$ cat src/rtl/axis_pkt_gen.sv
// AXI4-Stream counting-pattern packet source: emits num_pkts packets of pkt_len beats per start command.
// Optional define AXIS_PKT_GEN_THROTTLE_EN adds a per-beat idle spacing input `throttle`.
module axis_pkt_gen #(
  parameter int DATA_W = 8,
  parameter int LEN_W  = 8,
  parameter int GAP_W  = 4
) (
  input  logic              aclk,
  input  logic              aresetn,
  input  logic              start,
  input  logic [LEN_W-1:0]  pkt_len,
  input  logic [7:0]        num_pkts,
  input  logic [GAP_W-1:0]  gap,
  input  logic [DATA_W-1:0] seed,
`ifdef AXIS_PKT_GEN_THROTTLE_EN
  input  logic [3:0]        throttle,
`endif
  output logic [DATA_W-1:0] m_axis_tdata,
  output logic              m_axis_tvalid,
  output logic              m_axis_tlast,
  input  logic              m_axis_tready,
  output logic              busy,
  output logic              done,
  output logic [7:0]        pkt_cnt
);

  localparam logic [1:0] IDLE = 2'd0;
  localparam logic [1:0] SEND = 2'd1;
  localparam logic [1:0] GAP  = 2'd2;

  localparam logic [LEN_W-1:0]  LEN_ONE  = LEN_W'(1);
  localparam logic [GAP_W-1:0]  GAP_ONE  = GAP_W'(1);
  localparam logic [DATA_W-1:0] DATA_ONE = DATA_W'(1);

  logic [1:0]        state;
  logic [LEN_W-1:0]  len_lat;
  logic [7:0]        num_lat;
  logic [GAP_W-1:0]  gap_lat;
  logic [LEN_W-1:0]  beat_idx;
  logic [GAP_W-1:0]  gap_left;
  logic [3:0]        thr_left;
  logic [3:0]        thr_lat;
  logic [7:0]        pkt_next;
  logic              go;
  logic              accept;

  assign go       = (state == IDLE) && start && (pkt_len != '0) && (num_pkts != '0);
  assign accept   = m_axis_tvalid && m_axis_tready;
  assign pkt_next = pkt_cnt + 8'd1;

`ifdef AXIS_PKT_GEN_THROTTLE_EN
  always_ff @(posedge aclk) begin
    if (!aresetn) begin
      thr_lat <= 4'd0;
    end else if (go) begin
      thr_lat <= throttle;
    end
  end
`else
  assign thr_lat = 4'd0;
`endif

  // beat_idx is the 1-based position of the beat currently presented in its packet.
  always_ff @(posedge aclk) begin
    if (!aresetn) begin
      state         <= IDLE;
      len_lat       <= '0;
      num_lat       <= '0;
      gap_lat       <= '0;
      beat_idx      <= '0;
      gap_left      <= '0;
      thr_left      <= '0;
      m_axis_tdata  <= '0;
      m_axis_tvalid <= 1'b0;
      m_axis_tlast  <= 1'b0;
      busy          <= 1'b0;
      done          <= 1'b0;
      pkt_cnt       <= '0;
    end else begin
      done <= 1'b0;
      case (state)
        IDLE: begin
          if (go) begin
            state         <= SEND;
            len_lat       <= pkt_len;
            num_lat       <= num_pkts;
            gap_lat       <= gap;
            beat_idx      <= LEN_ONE;
            m_axis_tdata  <= seed;
            m_axis_tvalid <= 1'b1;
            m_axis_tlast  <= (pkt_len == LEN_ONE);
            busy          <= 1'b1;
            pkt_cnt       <= '0;
          end
        end

        SEND: begin
          if (accept) begin
            m_axis_tdata <= m_axis_tdata + DATA_ONE;
            if (m_axis_tlast) begin
              pkt_cnt  <= pkt_next;
              beat_idx <= LEN_ONE;
              if (pkt_next == num_lat) begin
                state         <= IDLE;
                m_axis_tvalid <= 1'b0;
                m_axis_tlast  <= 1'b0;
                busy          <= 1'b0;
                done          <= 1'b1;
              end else if (gap_lat == '0) begin
                m_axis_tlast <= (len_lat == LEN_ONE);
              end else begin
                state         <= GAP;
                gap_left      <= gap_lat;
                m_axis_tvalid <= 1'b0;
                m_axis_tlast  <= 1'b0;
              end
            end else begin
              beat_idx     <= beat_idx + LEN_ONE;
              m_axis_tlast <= ((beat_idx + LEN_ONE) == len_lat);
              // Throttle only ever drops tvalid right after a handshake.
              if (thr_lat != 4'd0) begin
                m_axis_tvalid <= 1'b0;
                thr_left      <= thr_lat;
              end
            end
          end else if (!m_axis_tvalid) begin
            thr_left <= thr_left - 4'd1;
            if (thr_left == 4'd1) begin
              m_axis_tvalid <= 1'b1;
            end
          end
        end

        GAP: begin
          gap_left <= gap_left - GAP_ONE;
          if (gap_left == GAP_ONE) begin
            state         <= SEND;
            m_axis_tvalid <= 1'b1;
            m_axis_tlast  <= (len_lat == LEN_ONE);
          end
        end

        default: begin
          state         <= IDLE;
          m_axis_tvalid <= 1'b0;
          m_axis_tlast  <= 1'b0;
          busy          <= 1'b0;
        end
      endcase
    end
  end

endmodule
$ cat config.mk
export PLATFORM = sky130hd
export DESIGN_NAME = axis_pkt_gen
export DESIGN_NICKNAME = d
export VERILOG_FILES = /design/src/rtl/axis_pkt_gen.sv
export SDC_FILE = /design/constraint.sdc
export NUM_CORES = 1
export LEC_CHECK = 0
export CORE_AREA = 2 2 99 101
export DETAILED_ROUTE_END_ITERATION = 12
export DIE_AREA = 0 0 101 103
export PLACE_DENSITY = 0.67
export RECOVER_POWER = 25
export SETUP_SLACK_MARGIN = 0.3
export SKIP_CTS_REPAIR_TIMING = 1
export SYNTH_ARGS = -nofsm -noshare
export SYNTH_HDL_FRONTEND = slang
export SYNTH_SLANG_ARGS = --single-unit
$ cat constraint.sdc
create_clock -name aclk -period 6.1 [get_ports aclk]
set_input_delay 1.22 -clock aclk [delete_from_list [all_inputs] [get_ports aclk]]
set_output_delay 1.22 -clock aclk [all_outputs]
set_load 0.02 [all_outputs]
==> results of run 1 <==
## cell usage in the layout, fill, tap and decap left out, types with 2 or more instances in the layout
cell | Yosys | final
nand2b_1 | 3 | 3
nor4_1 | 5 | 5
and3_1 | 3 | 3
a21oi_1 | 47 | 47
nor4b_1 | 2 | 2
dlygate4sd3_1 | 0 | 19
clkdlybuf4s50_1 | 0 | 32
and2_1 | 6 | 6
nor2_1 | 31 | 31
dfxtp_1 | 58 | 58
a31oi_1 | 4 | 4
nand3b_1 | 4 | 4
nand3_1 | 16 | 16
xor2_1 | 7 | 7
clkbuf_1 | 14 | 2
nor3b_1 | 3 | 3
o22ai_1 | 2 | 2
a211oi_1 | 3 | 3
or4_1 | 2 | 2
clkinv_2 | 0 | 2
a22oi_1 | 3 | 3
or2_2 | 3 | 3
and3b_1 | 2 | 2
ha_1 | 7 | 7
clkbuf_8 | 0 | 10
and4_1 | 3 | 3
o21ai_1 | 4 | 4
nor3_1 | 10 | 10
nor2b_1 | 5 | 5
nand2_1 | 74 | 74
nand4_1 | 4 | 4
or3_1 | 7 | 7
inv_1 | 10 | 10
a21boi_0 | 3 | 3
o21ai_0 | 19 | 19
xnor2_1 | 17 | 17
o21a_1 | 8 | 8
## worst max-delay path: stages
cell and delay (ns):
clkdlybuf4s50_1 0.42, or4_4 0.55, o311a_4 0.41, nand2_2 0.41
inv_2 0.27, o21ai_0 0.22, a21oi_1 0.06
## sequential cells by signal, indices dropped and copies added, names as in the netlist, 2 cells and up
register / flops
beat_idx: 8
num_lat: 8
pkt_cnt: 8
gap_lat: 4
len_lat: 8
gap_left: 4
m_axis_tdata: 8
state: 2
thr_left: 4
## per-layer routing
layer / global-route usage [%] / wire length (um) / vias up / share of wire, %
li1: - / - / 1547 / -
met1: 20.0 / 3750 / 1437 / 46
met4: 4.16 / 104 / 0 / 1.3
met3: 5.08 / 437 / 7 / 5.3
met5: 0 / 0 / - / 0
met2: 27.8 / 3940 / 77 / 48
## synthesized netlist by cell type (3+ instances only)
library cell,n,area share [%]
nand2_1,74,8.6
dfxtp_1,58,36
a21oi_1,47,7.3
nor2_1,31,3.6
o21ai_0,19,3.0
xnor2_1,17,4.6
nand3_1,16,2.5
clkbuf_1,14,1.6
inv_1,10,1.2
nor3_1,10,1.6
o21a_1,8,1.9
ha_1,7,2.7
or3_1,7,1.4
xor2_1,7,1.9
and2_1,6,1.2
nor2b_1,5,0.97
nor4_1,5,0.97
a31oi_1,4,0.78
nand3b_1,4,0.93
nand4_1,4,0.78
o21ai_1,4,0.62
a211oi_1,3,0.70
a21boi_0,3,0.70
a22oi_1,3,0.70
and3_1,3,0.58
and4_1,3,0.82
nand2b_1,3,0.58
nor3b_1,3,0.70
or2_2,3,0.58
## worst max path at each step
stage / from / end / slack [ns]
final: pkt_len[3] / busy / 2.73
after floorplan: pkt_len[3] / m_axis_tdata[4] / 3.26
after detailed placement: pkt_len[3] / pkt_cnt[6] / 2.40
after global placement: pkt_len[3] / busy / 2.44
after CTS: pkt_len[3] / busy / 2.76
after global routing: pkt_len[3] / pkt_cnt[6] / 2.61
## cell families after synthesis
| kind of cell | after synthesis |
|---|---|
| AND/OR/NAND/NOR | 189 |
| adder cells (fa/ha/maj) | 7 |
| XOR/XNOR | 24 |
| multiplexers | 1 |
| buffers and inverters | 30 |
| AO/OA/AOI/OAI | 107 |
| flip-flops | 58 |
## power by group through the flow
| stage | Sequential [W] | Combinational (W) | Clock, W |
|---|---|---|---|
| 2_1_floorplan | 0.000434 | 0.000102 | 0 |
| 3_3_place_gp | 0.000433 | 0.000161 | 0 |
| 3_5_place_dp | 0.000433 | 0.000165 | 0 |
| 4_1_cts | 0.000425 | 0.000166 | 0.000350 |
| 5_1_grt | 0.000428 | 0.000181 | 0.000372 |
| 6_report | 0.000425 | 0.000163 | 0.000344 |
## through the flow
stage	std cells	instance area, um^2
after detailed placement	563	3780
after global placement	563	3780
after global routing	578	3970
after floorplan	416	3210
after CTS	578	3970
final	578	3970
## final cells by class
class,count,area share (%)
clock buffers,12,3.66
repair buffers,52,13.1
well taps,114,3.59
multi-input cells,328,48.4
inverters,11,1.04
flip-flops and latches,58,29.3
clock inverters,3,1.01
==> results.cfg, run 1 <==
[cells_and_area]
area.sequential_mm2 = 0.00116
fin_nets = 499
final_util_pct = 42.0
final_layout_size_suffix_gt1_share_pct = 6.25
multi_input_area_mm2 = 0.00192
diodes = 0
n_fill_cell = 969
syn2layout_area_growth_pct = 23.6

[timing]
maxSlewViolCount = 0
fin_setup_tns_ns = 0
hold_viol = 0
fin_crit_sh_pct = 55.3
fmax_mhz = 296
rsz0062_at_grt = false
min_period_ns = 3.37
finalSetupViolations = 0
skew_ns = 0.00550
hold_ws_ns = 0.472
timing.final.ws_setup_ns = 2.73
timing.slew.headroom_pct = 23.3
max_slew.worst_pin.slew_ns = 1.14

[grt]
grt_pass1_vias = 2849
grt_pass1_wl_um = 13500
grt-ovfl-total = 0
grt_usage_pct = 16.3
grt_antenna_before_repair = 0
grt_max_degree = 32

[drt]
vias = 3068
dr.pass1.iters = 4
drt_wl_total_um = 8240
routedWlPerCell_um = 14.3
postRouteAntennaNets = 0
drc = 0
viasPerCell = 5.31
drt_iter0_drc = 145

[hold_path]
min_path_cells = 2
min_to = num_lat[1]
hold_class = reg2reg
hold_path_startpoint = num_lat[1]

[synthesis]
synth_nets = 455
ys_seq_area_share_pct = 36.2
async_reset_ff_share_pct = 0
synth_fa_ha_area_share_pct = 2.73
yosys.area_share.xor_xnor_pct = 6.54
synth_ff_type = dfxtp_1
ys_ff_latch = 58
synth_mux_area_share_pct = 0.312
synth-compound-area-share_pct = 20.9
syn_inst = 416
ys_warn_count = 0
syn-cell-area_mm2 = 0.00321
syn_avg_cell_area_um2 = 7.72
synthSimpleGateAreaFrac_pct = 29.3
synth_edf_count = 0
ys_types = 58
synth_top_family_by_area = simple AND/OR/NAND/NOR gates

[clock_network]
cts-root-buf = clkbuf_8
numCtsBuffers = 9
cts.clk_slew.worst_paths_ns = 0.06
cts_sinks = 58
cts_tree = yes
insertion_delay_ns = 0.34
cts_max_level = 3
cts-root-to-sink-buffers = 2

[floorplan]
rows = 36
dieHeight_um = 103
die_area_mm2 = 0.0104
initial_core_util_pct = 34.0
core-area_mm2 = 0.00946
die_width_um = 101
io_pins = 52

[setup_path]
critical_path.max_fanout = 26
startpoint_type = input pin
r2r_slack_ns = 3.13
required_ns = 6.28
reg2reg_depth = 7
critPathKind = in2reg
r2r_start = pkt_cnt[0]
end_kind = register
rr_endpoint = gap_left[1]
worst-endpoint-arrival_ns = 3.56

[power_and_ir_drop]
internal_power_w = 0.000669
p_leak_nw = 1.47
pwr_density_cell_mw_per_mm2 = 235
p_comb_share_pct = 17.5
p_sw_share_pct = 28.2
p_total_w = 0.000932
switching_power_w = 0.000262
vdd.ir_drop.worst_uv = 155
clockPowerShare_pct = 36.9
seq_power_share_pct = 45.6

[placement]
gp_congestion = 0.884
dpl.hpwl_um = 5890
dp_slack_ns = 2.40
io_buffers = 51

[run]
drv_cap = 0

[run_status]
status = finished clean
Note: power is estimated with default switching activity, not from simulation.
==> inputs of run 2 (changes only) <==
- PLACE_DENSITY: 0.67 -> 0.69
- clock period: 6.1 -> 3.1 ns (I/O delays scaled with it)
==> run 2 against run 1 <==
Effect of this change: combinational power increased by 100%; clock power increased by 99%; largest power group unchanged; sequential cell count unchanged.
==> results.cfg, run 2 (synthesized netlist as in run 1, its figures left out) <==
[cells_and_area]
area.sequential_mm2 = 0.00116
final_cell_mix = nand2_1, dfxtp_1, a21oi_1, clkdlybuf4s50_1, nor2_1
layout_commonest_cell = nand2_1
n_fill_cell = 987
syn2layout_area_growth_pct = 25.1
diodes = 0
fin_nets = 505
final_layout_size_suffix_gt1_share_pct = 7.66
multi_input_area_mm2 = 0.00192

[floorplan]
dieHeight_um = 103
io_pins = 52
core-area_mm2 = 0.00946
die_area_mm2 = 0.0104
die_width_um = 101
initial_core_util_pct = 34.0
rows = 36

[timing]
fin_crit_sh_pct = 80.6
finalSetupViolations = 0
fin_setup_tns_ns = 0
maxSlewViolCount = 0
timing.final.ws_setup_ns = 0.600
hold_viol = 0
rsz0062_at_grt = false
skew_ns = 0.00476
min_period_ns = 2.50
fmax_mhz = 400
timing.slew.headroom_pct = 47.9
max_slew.worst_pin.slew_ns = 0.781

[drt]
drt_iter0_drc = 168
viasPerCell = 5.28
dr.pass1.iters = 4
vias = 3082
drt_wl_total_um = 8200
routedWlPerCell_um = 14.0
drc = 0
postRouteAntennaNets = 0

[power_and_ir_drop]
p_leak_nw = 1.49
pwr_density_cell_mw_per_mm2 = 460
vdd.ir_drop.worst_uv = 290

[setup_path]
worst-endpoint-arrival_ns = 2.72
end_kind = register
r2r_start = pkt_cnt[0]
critPathKind = in2reg
crit_path_start = pkt_len[3]
startpoint_type = input pin
critical_path.max_fanout = 17
crit_chain = clkdlybuf4s50_1 > or4_4 > o311a_4 > nand2_2 > buf_4 > mux2i_1 > nor2_1
crit_family = simple AND/OR/NAND/NOR gates
cp_slowest_stage_delay_ns = 0.55
critPathBufInv = 2
slowest_stage = or4_4
required_ns = 3.32

[clock_network]
cts.clk_slew.worst_paths_ns = 0.06
cts_max_level = 3
cts_sinks = 58
cts-root-buf = clkbuf_8
cts_tree = yes
numCtsBuffers = 9
insertion_delay_ns = 0.33
cts-root-to-sink-buffers = 2

[grt]
grt_usage_pct = 16.0
grt_pass1_vias = 2874
grt_max_degree = 25
grt_pass1_wl_um = 13400
grt_antenna_before_repair = 0
grt-ovfl-total = 0

[run]
drv_cap = 0

[placement]
dp_slack_ns = 0.245
io_buffers = 51
gp_congestion = 0.856
dpl.hpwl_um = 5940

[hold_path]
hold_path_startpoint = num_lat[5]
hold_class = reg2reg

[run_status]
status = finished clean
## run 2: power by group
| part | switching, W | internal [W] | total [W] |
|---|---|---|---|
| sequential | 0.0000486 | 0.000787 | 0.000836 |
| combinational | 0.000176 | 0.000151 | 0.000327 |
| clock | 0.000299 | 0.000385 | 0.000684 |
## run 2: worst paths after layout
path | cells after the start | slack (ns) | to
max | 7 | 0.60 | len_lat[7]
min | 2 | 0.48 | num_lat[5]
max reg2reg | 8 | 0.67 | gap_left[1]
min reg2reg | 2 | 0.48 | num_lat[5]
## run 2: worst reg2reg max path, delay by kind of cell, from the launching register on
kind	cells	cell delay (ns)
fa+ha+maj	1	0.32
simple gates	3	0.85
compound gates	2	0.33
buf+inv	1	0.23
xor+xnor	1	0.15
flops	1	0.48
## run 2: stage by stage
stage | utilization [%] | cells | area, um^2 | power, W | hold slack (ns)
2_1_floorplan | - | 416 | 3210 | 0.00106 | 0.444
3_3_place_gp | 40.5 | 569 | 3830 | 0.00118 | 0.460
3_5_place_dp | 40.5 | 569 | 3830 | 0.00118 | 0.465
4_1_cts | 42.5 | 584 | 4020 | 0.00187 | 0.474
5_1_grt | 42.5 | 584 | 4020 | 0.00194 | 0.490
6_report | 42.5 | 584 | 4020 | 0.00185 | 0.476
## run 2: cell type report
type                       instances  share of cell area, %
sequential                        58                   28.9
clock buffer                      10                   3.43
inverter                          11                   1.03
tap                              114                   3.55
multi-input combinational        328                   47.8
timing repair buffer              58                   13.9
clock inverter                     5                   1.37
## run 2: routing by layer
layer	up-vias	part of all wire, %	track usage [%]
met4	0	0.96	4.26
met3	10	3.9	4.61
met5	-	0	0
met2	69	48	27.7
met1	1441	47	19.7
li1	1562	-	-
